**src/rtl/pixel_render_pipeline.sv**
```systemverilog
// Two-stage sprite renderer: per-pixel rectangle hit test against a frame-latched object table,
// lowest-index priority colour select, and per-frame collision flag accumulation.
module pixel_render_pipeline #(
  parameter int unsigned         NUM_OBJECTS = 3,
  parameter int unsigned         COORD_W     = 16,
  parameter int unsigned         COLOUR_W    = 8,
  parameter logic [COLOUR_W-1:0] BG_COLOUR   = 8'h00
) (
  input  logic                              clk,
  input  logic                              rst,
  input  logic [NUM_OBJECTS*2*COORD_W-1:0]  obj_pos_in,
  input  logic [NUM_OBJECTS*2*COORD_W-1:0]  obj_size_in,
  input  logic [NUM_OBJECTS*COLOUR_W-1:0]   obj_colour_in,
  input  logic [NUM_OBJECTS-1:0]            obj_enable_in,
  input  logic                              frame_start,
  input  logic                              pix_valid_in,
  output logic                              pix_ready_out,
  input  logic [COORD_W-1:0]                pix_x,
  input  logic [COORD_W-1:0]                pix_y,
  output logic                              pix_valid_out,
  input  logic                              pix_ready_in,
  output logic [COLOUR_W-1:0]               pixel_out,
  output logic [NUM_OBJECTS-1:0]            collision_out
);

  localparam int unsigned PW = 2 * COORD_W;

  logic [NUM_OBJECTS*PW-1:0]       pos_q, pos_d, size_q, size_d;
  logic [NUM_OBJECTS*COLOUR_W-1:0] colour_q, colour_d;
  logic [NUM_OBJECTS-1:0]          enable_q, enable_d;
  logic                            s1_valid_q, s1_valid_d;
  logic [NUM_OBJECTS-1:0]          s1_hit_q, s1_hit_d;
  logic [COLOUR_W-1:0]             s1_colour_q, s1_colour_d;
  logic                            pix_valid_q, pix_valid_d;
  logic [COLOUR_W-1:0]             pixel_q, pixel_d;
  logic [NUM_OBJECTS-1:0]          s2_hit_q, s2_hit_d;
  logic [NUM_OBJECTS-1:0]          acc_q, acc_d, coll_q, coll_d;

  logic                            advance, transfer, multi_hit;
  logic [NUM_OBJECTS-1:0]          hit_c, acc_c;
  logic [COLOUR_W-1:0]             colour_c;

  // Extra top bit keeps lo+len from wrapping past the coordinate range.
  function automatic logic in_span(logic [COORD_W-1:0] p, logic [COORD_W-1:0] lo,
                                   logic [COORD_W-1:0] len);
    logic [COORD_W:0] hi;
    hi = {1'b0, lo} + {1'b0, len};
    return (len != '0) && (p >= lo) && ({1'b0, p} < hi);
  endfunction

  // Walk from the highest index down so the lowest-index hit wins the colour.
  always_comb begin
    hit_c    = '0;
    colour_c = BG_COLOUR;
    for (int i = NUM_OBJECTS - 1; i >= 0; i--) begin
      hit_c[i] = enable_q[i]
               && in_span(pix_x, pos_q[i*PW+COORD_W +: COORD_W], size_q[i*PW+COORD_W +: COORD_W])
               && in_span(pix_y, pos_q[i*PW +: COORD_W], size_q[i*PW +: COORD_W]);
      if (hit_c[i]) colour_c = colour_q[i*COLOUR_W +: COLOUR_W];
    end
  end

  always_comb begin
    advance     = !pix_valid_q || pix_ready_in;
    transfer    = pix_valid_q && pix_ready_in;
    multi_hit   = |(s2_hit_q & (s2_hit_q - NUM_OBJECTS'(1)));
    acc_c       = acc_q | ((transfer && multi_hit) ? s2_hit_q : '0);

    s1_valid_d  = s1_valid_q;
    s1_hit_d    = s1_hit_q;
    s1_colour_d = s1_colour_q;
    pix_valid_d = pix_valid_q;
    pixel_d     = pixel_q;
    s2_hit_d    = s2_hit_q;
    if (advance) begin
      s1_valid_d  = pix_valid_in;
      s1_hit_d    = hit_c;
      s1_colour_d = colour_c;
      pix_valid_d = s1_valid_q;
      pixel_d     = s1_colour_q;
      s2_hit_d    = s1_hit_q;
    end

    pos_d    = pos_q;
    size_d   = size_q;
    colour_d = colour_q;
    enable_d = enable_q;
    coll_d   = coll_q;
    acc_d    = acc_c;
    if (frame_start) begin
      pos_d    = obj_pos_in;
      size_d   = obj_size_in;
      colour_d = obj_colour_in;
      enable_d = obj_enable_in;
      coll_d   = acc_c;
      acc_d    = '0;
    end
  end

  always_ff @(posedge clk or posedge rst) begin
    if (rst) begin
      pos_q       <= '0;
      size_q      <= '0;
      colour_q    <= '0;
      enable_q    <= '0;
      s1_valid_q  <= 1'b0;
      s1_hit_q    <= '0;
      s1_colour_q <= BG_COLOUR;
      pix_valid_q <= 1'b0;
      pixel_q     <= BG_COLOUR;
      s2_hit_q    <= '0;
      acc_q       <= '0;
      coll_q      <= '0;
    end else begin
      pos_q       <= pos_d;
      size_q      <= size_d;
      colour_q    <= colour_d;
      enable_q    <= enable_d;
      s1_valid_q  <= s1_valid_d;
      s1_hit_q    <= s1_hit_d;
      s1_colour_q <= s1_colour_d;
      pix_valid_q <= pix_valid_d;
      pixel_q     <= pixel_d;
      s2_hit_q    <= s2_hit_d;
      acc_q       <= acc_d;
      coll_q      <= coll_d;
    end
  end

  assign pix_ready_out = advance;
  assign pix_valid_out = pix_valid_q;
  assign pixel_out     = pixel_q;
  assign collision_out = coll_q;

endmodule

```
**config.mk**
```make
export PLATFORM = sky130hd
export DESIGN_NAME = pixel_render_pipeline
export DESIGN_NICKNAME = d
export VERILOG_FILES = /design/src/rtl/pixel_render_pipeline.sv
export SDC_FILE = /design/constraint.sdc
export NUM_CORES = 1
export LEC_CHECK = 0
export CAP_MARGIN = 20
export CORE_UTILIZATION = 45
export DETAILED_ROUTE_END_ITERATION = 10
export GPL_TIMING_DRIVEN = 1
export PLACE_DENSITY = 0.71
export REMOVE_ABC_BUFFERS = 1
export SLEW_MARGIN = 10
export SYNTH_ARGS = -nofsm -noshare
export SYNTH_HDL_FRONTEND = slang
export SYNTH_SLANG_ARGS = --single-unit
export TNS_END_PERCENT = 1
```
**constraint.sdc**
```tcl
create_clock -name clk -period 7 [get_ports clk]
set_clock_uncertainty 0.2 [all_clocks]
set_input_delay 0.7 -clock clk [delete_from_list [all_inputs] [get_ports clk]]
set_output_delay 0.7 -clock clk [all_outputs]
set_load 0.005 [all_outputs]
```
After elaboration in Yosys (flattened, before gate mapping). Index checks and enable logic that the tools add are counted.

Flip-flop bits (word level): 249. Input port bits: 256. Output and inout bits: 13. Logic and storage cells: 67.

$add $sub $neg: 7. Order comparisons: 12. Mux-type cells: 5. Bitwise logic cells: 2. Reduce and logical (&&, ||, !) cells: 29.

Operators with widths (number): adder 16 x 16 -> 17 bit (6); < comparator 16 x 17 -> 1 bit (6); >= comparator 16 bit (6); nonzero test 16 bit (6); 2-to-1 mux 8 bit (3); logical AND 1 bit (20); 2-to-1 mux 3 bit (2); AND 3 bit (1); OR 3 bit (1); OR reduction 3 bit (1); subtractor 3 x 1 -> 3 bit (second input constant) (1); zero test 1 bit (1); logical OR 1 bit (1).

Longest topological paths before layout.
Word-level depth: 8. Gate-level depth with buffers: 21. Mapped depth without buffers: 20.

Least setup slack after synthesis. OpenSTA, ideal clock, no wires.

Path type: reg2reg. Start: register pos_q[48]. End: register s1_colour_q[0]. Library setup time: 0.129 ns. Data arrival time: 4.037 ns. Data required time: 6.671 ns. Path slack: 2.634 ns. Stages on the path, launching flop included: 22. Buffers on the path: 1. Period minus slack after synthesis: 4.366 ns. Cell sequence: dfrtp_1 ha_1 fa_1 a211o_1 o211ai_2 a21oi_2 a41o_1 o21ai_0 nand2b_1 a21oi_1 xnor2_1 ha_1 nand2_1 or2_2 o221ai_1 a21oi_1 a311o_1 and4b_1 o31ai_2 buf_12 mux2i_1 a211oi_2.

Longest elaborated chain between the ends: 7. Elaborated cells on any way between the ends: 9. Classes of those cells: add/sub: 1; order compare: 2; mux: 2; reduce/logical: 4.

RTL lines: start: declaration (line 28) `logic [NUM_OBJECTS*PW-1:0] pos_q, pos_d, size_q, size_d;`; start signal: assignment (line 115) `pos_q <= pos_d;`; adder 16 x 16 -> 17 bit / >= comparator 16 bit (equally long branches) (line 47, 48); < comparator 16 x 17 -> 1 bit / logical AND 1 bit (equally long branches) (line 48) `return (len != '0) && (p >= lo) && ({1'b0, p} < hi);`; logical AND 1 bit (*) (line 48); logical AND 1 bit (*) (line 57) `&& in_span(pix_x, pos_q[i*PW+COORD_W +: COORD_W], size_q[i*PW+COORD_W +: COORD_W])`; logical AND 1 bit (*) (line 58) `&& in_span(pix_y, pos_q[i*PW +: COORD_W], size_q[i*PW +: COORD_W]);`; 2-to-1 mux 8 bit (*) (2 in series) (line 59) `if (hit_c[i]) colour_c = colour_q[i*COLOUR_W +: COLOUR_W];`; end signal: assignment (line 121) `s1_colour_q <= s1_colour_d;`; end: declaration (line 33) `logic [COLOUR_W-1:0] s1_colour_q, s1_colour_d;`.

Every way passes the cells marked *; elsewhere a longest branch is shown, timed or not. A chain may end at the register's enable or synchronous reset.

Worst setup path in the final report.
Start: register pos_q[65]. End: register s1_colour_q[1].

Longest elaborated chain between the ends: 7. Elaborated cells on any way between the ends: 9. Classes of those cells: add/sub: 1; order compare: 2; mux: 3; reduce/logical: 3.

RTL lines (line): adder 16 x 16 -> 17 bit / >= comparator 16 bit (equally long branches) (47, 48); < comparator 16 x 17 -> 1 bit / logical AND 1 bit (equally long branches) (48); logical AND 1 bit (*) (48); logical AND 1 bit (*) (58); 2-to-1 mux 8 bit (*) (3 in series) (59).

Marked as above.

==> flow_metrics.py <==
metrics = {
    "pwr": {
        "p_per_area_mw_per_mm2": 230,
        "internal_power_mw": 3.38,
        "p_total_mw": 5.02,
        "p_leak_nw": 10.1,
        "combPwrFrac_pct": 34.6,
        "max-vdd-ir-drop_uv": 190,
        "p_sw_mw": 1.63,
        "pwr-share-seq_pct": 34.2,
        "pwr-share-clk_pct": 31.2,
        "swShare_pct": 32.6,
    },
    "setup_path": {
        "cp_max_fo": 9,
        "arrival_ns": 5.34,
        "end_kind": "flop",
        "critPathBufInv": 0,
        "slowest_stage": "a311oi_2",
        "crit_path_cell_trace": "ha_1 -> a21o_1 -> a21oi_1 -> o21ai_0 -> a31oi_1 -> a21oi_1 -> a21o_1 -> a21oi_1 -> xor2_1 -> ha_1 -> and4_1 -> a2111oi_0 -> o21ai_0 -> a21oi_1 -> a211oi_1 -> a311oi_2 -> and2_1 -> mux2i_1 -> a211oi_2",
        "required_ns": 7.30,
        "max_stage_delay_ns": 0.62,
        "crit_path_start_kind": "flop",
        "cpMostUsedCell": "a21oi_1",
        "crit_family": "compound AO/OA/AOI/OAI gates",
        "crit_type": "reg2reg",
    },
    "place": {
        "io_buffers": 268,
        "dp_hpwl_um": 36100,
        "dp_cells": 2524,
        "gp_congestion": 0.864,
    },
    "die": {
        "die_h_um": 200,
        "die_x_um": 200,
        "placementRows": 72,
        "die_area_sq_mm": 0.0399,
        "ios": 269,
        "core_area_sq_mm": 0.0386,
        "start_util_pct": 45.6,
    },
    "grt": {
        "grt_max_degree": 179,
        "antenna_found_initial": 2,
        "globalRouteTotalUtil_pct": 23.3,
        "grt_pass1_wl_um": 73300,
        "grt_pass1_vias": 14400,
        "overflow": 0,
    },
    "synthesis": {
        "synth_flop_cell": "dfrtp_1",
        "synth_cell_types": 71,
        "synth.area.top_cells": "dfrtp_1 35%, ha_1 20%, mux2_2 8.1%",
        "ys_warn_count": 0,
        "syn_avg_cell_area_sq_um": 9.90,
        "netlist_area_sq_mm": 0.0176,
        "synthDominantCellAreaShare_pct": 35.4,
        "synth_edf_count": 0,
        "syn_inst": 1775,
        "synth-async-reset-ratio_pct": 100,
        "seq_area_frac_synth_pct": 35.4,
        "yosys.area.top_type": "dfrtp_1",
        "ys_ff_latch": 249,
    },
    "finish": {
        "area_delta_synth_final_pct": 23.9,
        "mostFrequentLayoutCell": "ha_1",
        "nNetsFinal": 2580,
        "post-route-util_pct": 56.5,
        "mostFrequentLayoutCells": "282 x ha_1, 267 x clkdlybuf4s50_1, 249 x dfrtp_1",
        "stdcell_count": 2574,
        "drive_gt1_share_pct": 10.3,
    },
    "drt": {
        "drt_iter0_markers": 583,
        "routedWlPerCell_um": 18.0,
        "drtAntennaViolNets": 0,
        "viasPerCell": 5.47,
        "wl_um": 46300,
        "drc": 0,
        "dr.pass1.iters": 5,
        "vias": 14100,
    },
    "sta": {
        "min_period_ns": 5.04,
        "period_share_pct": 71.9,
        "relSlewSlack_pct": 40.3,
        "rsz0062_at_grt": "no",
        "setup_violations": 0,
        "fmax_mhz": 199,
        "worst_pin_slew_ns": 0.895,
        "hold_viol": 0,
        "fin_hold_ws_ns": 0.265,
        "maxSlewViolCount": 0,
    },
    "cts": {
        "clock_latency_ns": 0.58,
        "clk_pin_slew_worst_paths_ns": 0.06,
        "ctsLongestPathBuffers": 3,
        "tritoncts": "done",
        "clock-root-buffer": "clkbuf_16",
        "cts_setup_buffers": 0,
        "numCtsBuffers": 28,
        "cts.repair.resized": 0,
        "cts.htree.levels": 1,
        "clkSinkCount": 249,
        "postCtsHoldBufs": 0,
    },
    "run": {
        "drv_cap": 0,
    },
    "min_path": {
        "min_path_type": "reg2reg",
    },
    "outcome": {
        "status": "complete, no violations",
    },
}
per-stage QoR:
step                instance area (sq um)  setup WS (ns)  setup TNS [ns]
global placement                    20800           2.23               0
detailed placement                  20800           2.03               0
global route                        21800           1.57               0
finish                              21800           1.96               0
CTS                                 21800           2.00               0
floorplan                           17400         -0.743         -185.08
worst min-delay path, delay by kind of cell (launching register included):
| family | cells | cell delay [ns] |
|---|---|---|
| AND/OR/NAND/NOR | 2 | 0.10 |
| flip-flops | 1 | 0.34 |
path summary, 6_finish.rpt:
| check | end | slack [ns] | startpoint | cells after the start |
|---|---|---|---|---|
| worst max register to register | s1_colour_q[1] | 1.96 | pos_q[65] | 19 |
| worst min-delay path | s1_valid_q | 0.26 | s1_valid_q | 2 |
| worst max-delay path | s1_colour_q[1] | 1.96 | pos_q[65] | 19 |
| min in group asynchronous | size_q[80] | 0.43 | rst | 2 |
| worst min register to register | s1_valid_q | 0.26 | s1_valid_q | 2 |
| max in group asynchronous | pos_q[32] | 4.87 | rst | 3 |
synth_stat cells (11+ instances only):
| library cell | n |
|---|---|
| ha_1 | 282 |
| dfrtp_1 | 249 |
| nand2_1 | 174 |
| o21ai_0 | 155 |
| mux2_2 | 127 |
| inv_1 | 124 |
| a21oi_1 | 98 |
| nor2_1 | 57 |
| a21o_1 | 48 |
| xor2_1 | 45 |
| clkbuf_1 | 35 |
| xnor2_1 | 31 |
| nor3_1 | 27 |
| nor4_1 | 27 |
| nand3_1 | 25 |
| a211oi_1 | 20 |
| nand2b_1 | 19 |
| nand4_1 | 19 |
| nor2b_1 | 16 |
| o21a_1 | 15 |
| and2_1 | 11 |
cells by family after synthesis:
| logic type | count (synthesis) | share of synthesized area (%) |
|---|---|---|
| AO/OA/AOI/OAI | 443 | 16.3 |
| XOR/XNOR | 76 | 3.79 |
| adder cells (fa/ha/maj) | 288 | 20.8 |
| buffers and inverters | 166 | 3.68 |
| flip-flops | 249 | 35.4 |
| multiplexers | 135 | 8.59 |
| AND/OR/NAND/NOR | 418 | 11.5 |
cell type report:
class	count	area, sq um
tap	518	648
fill	3402	16800
sequential	249	6230
timing repair buffer	273	2750
clock inverter	9	134
antenna	1	2.50
inverter	124	473
clock buffer	40	846
multi-input combinational	1360	10700
registers in the layout, indices dropped and copies added (netlist names):
| register | flops |
|---|---|
| pix_valid_out | 1 |
| s2_hit_q | 3 |
| collision_out | 3 |
| pixel_out | 8 |
| s1_hit_q | 3 |
| size_q | 96 |
| s1_valid_q | 1 |
| acc_q | 3 |
| s1_colour_q | 8 |
| pos_q | 96 |
| enable_q | 3 |
| colour_q | 24 |
power by group through the flow:
stage	clock [mW]	sequential, mW	combinational [mW]
after floorplan	0	1.70	1.18
after global placement	0	1.74	1.65
after detailed placement	0	1.74	1.72
after CTS	1.61	1.72	1.74
after global routing	1.66	1.74	1.96
final	1.57	1.72	1.73
layer usage:
| metal | track usage, % | share of wire [%] | vias up |
|---|---|---|---|
| met2 | 40.8 | 48 | 293 |
| met1 | 29.5 | 44 | 6741 |
| met5 | 0 | 0.028 | - |
| met4 | 6.64 | 2.9 | 2 |
| li1 | - | - | 6960 |
| met3 | 3.43 | 4.4 | 81 |
No activity file was read; power rests on OpenSTA's default activity.
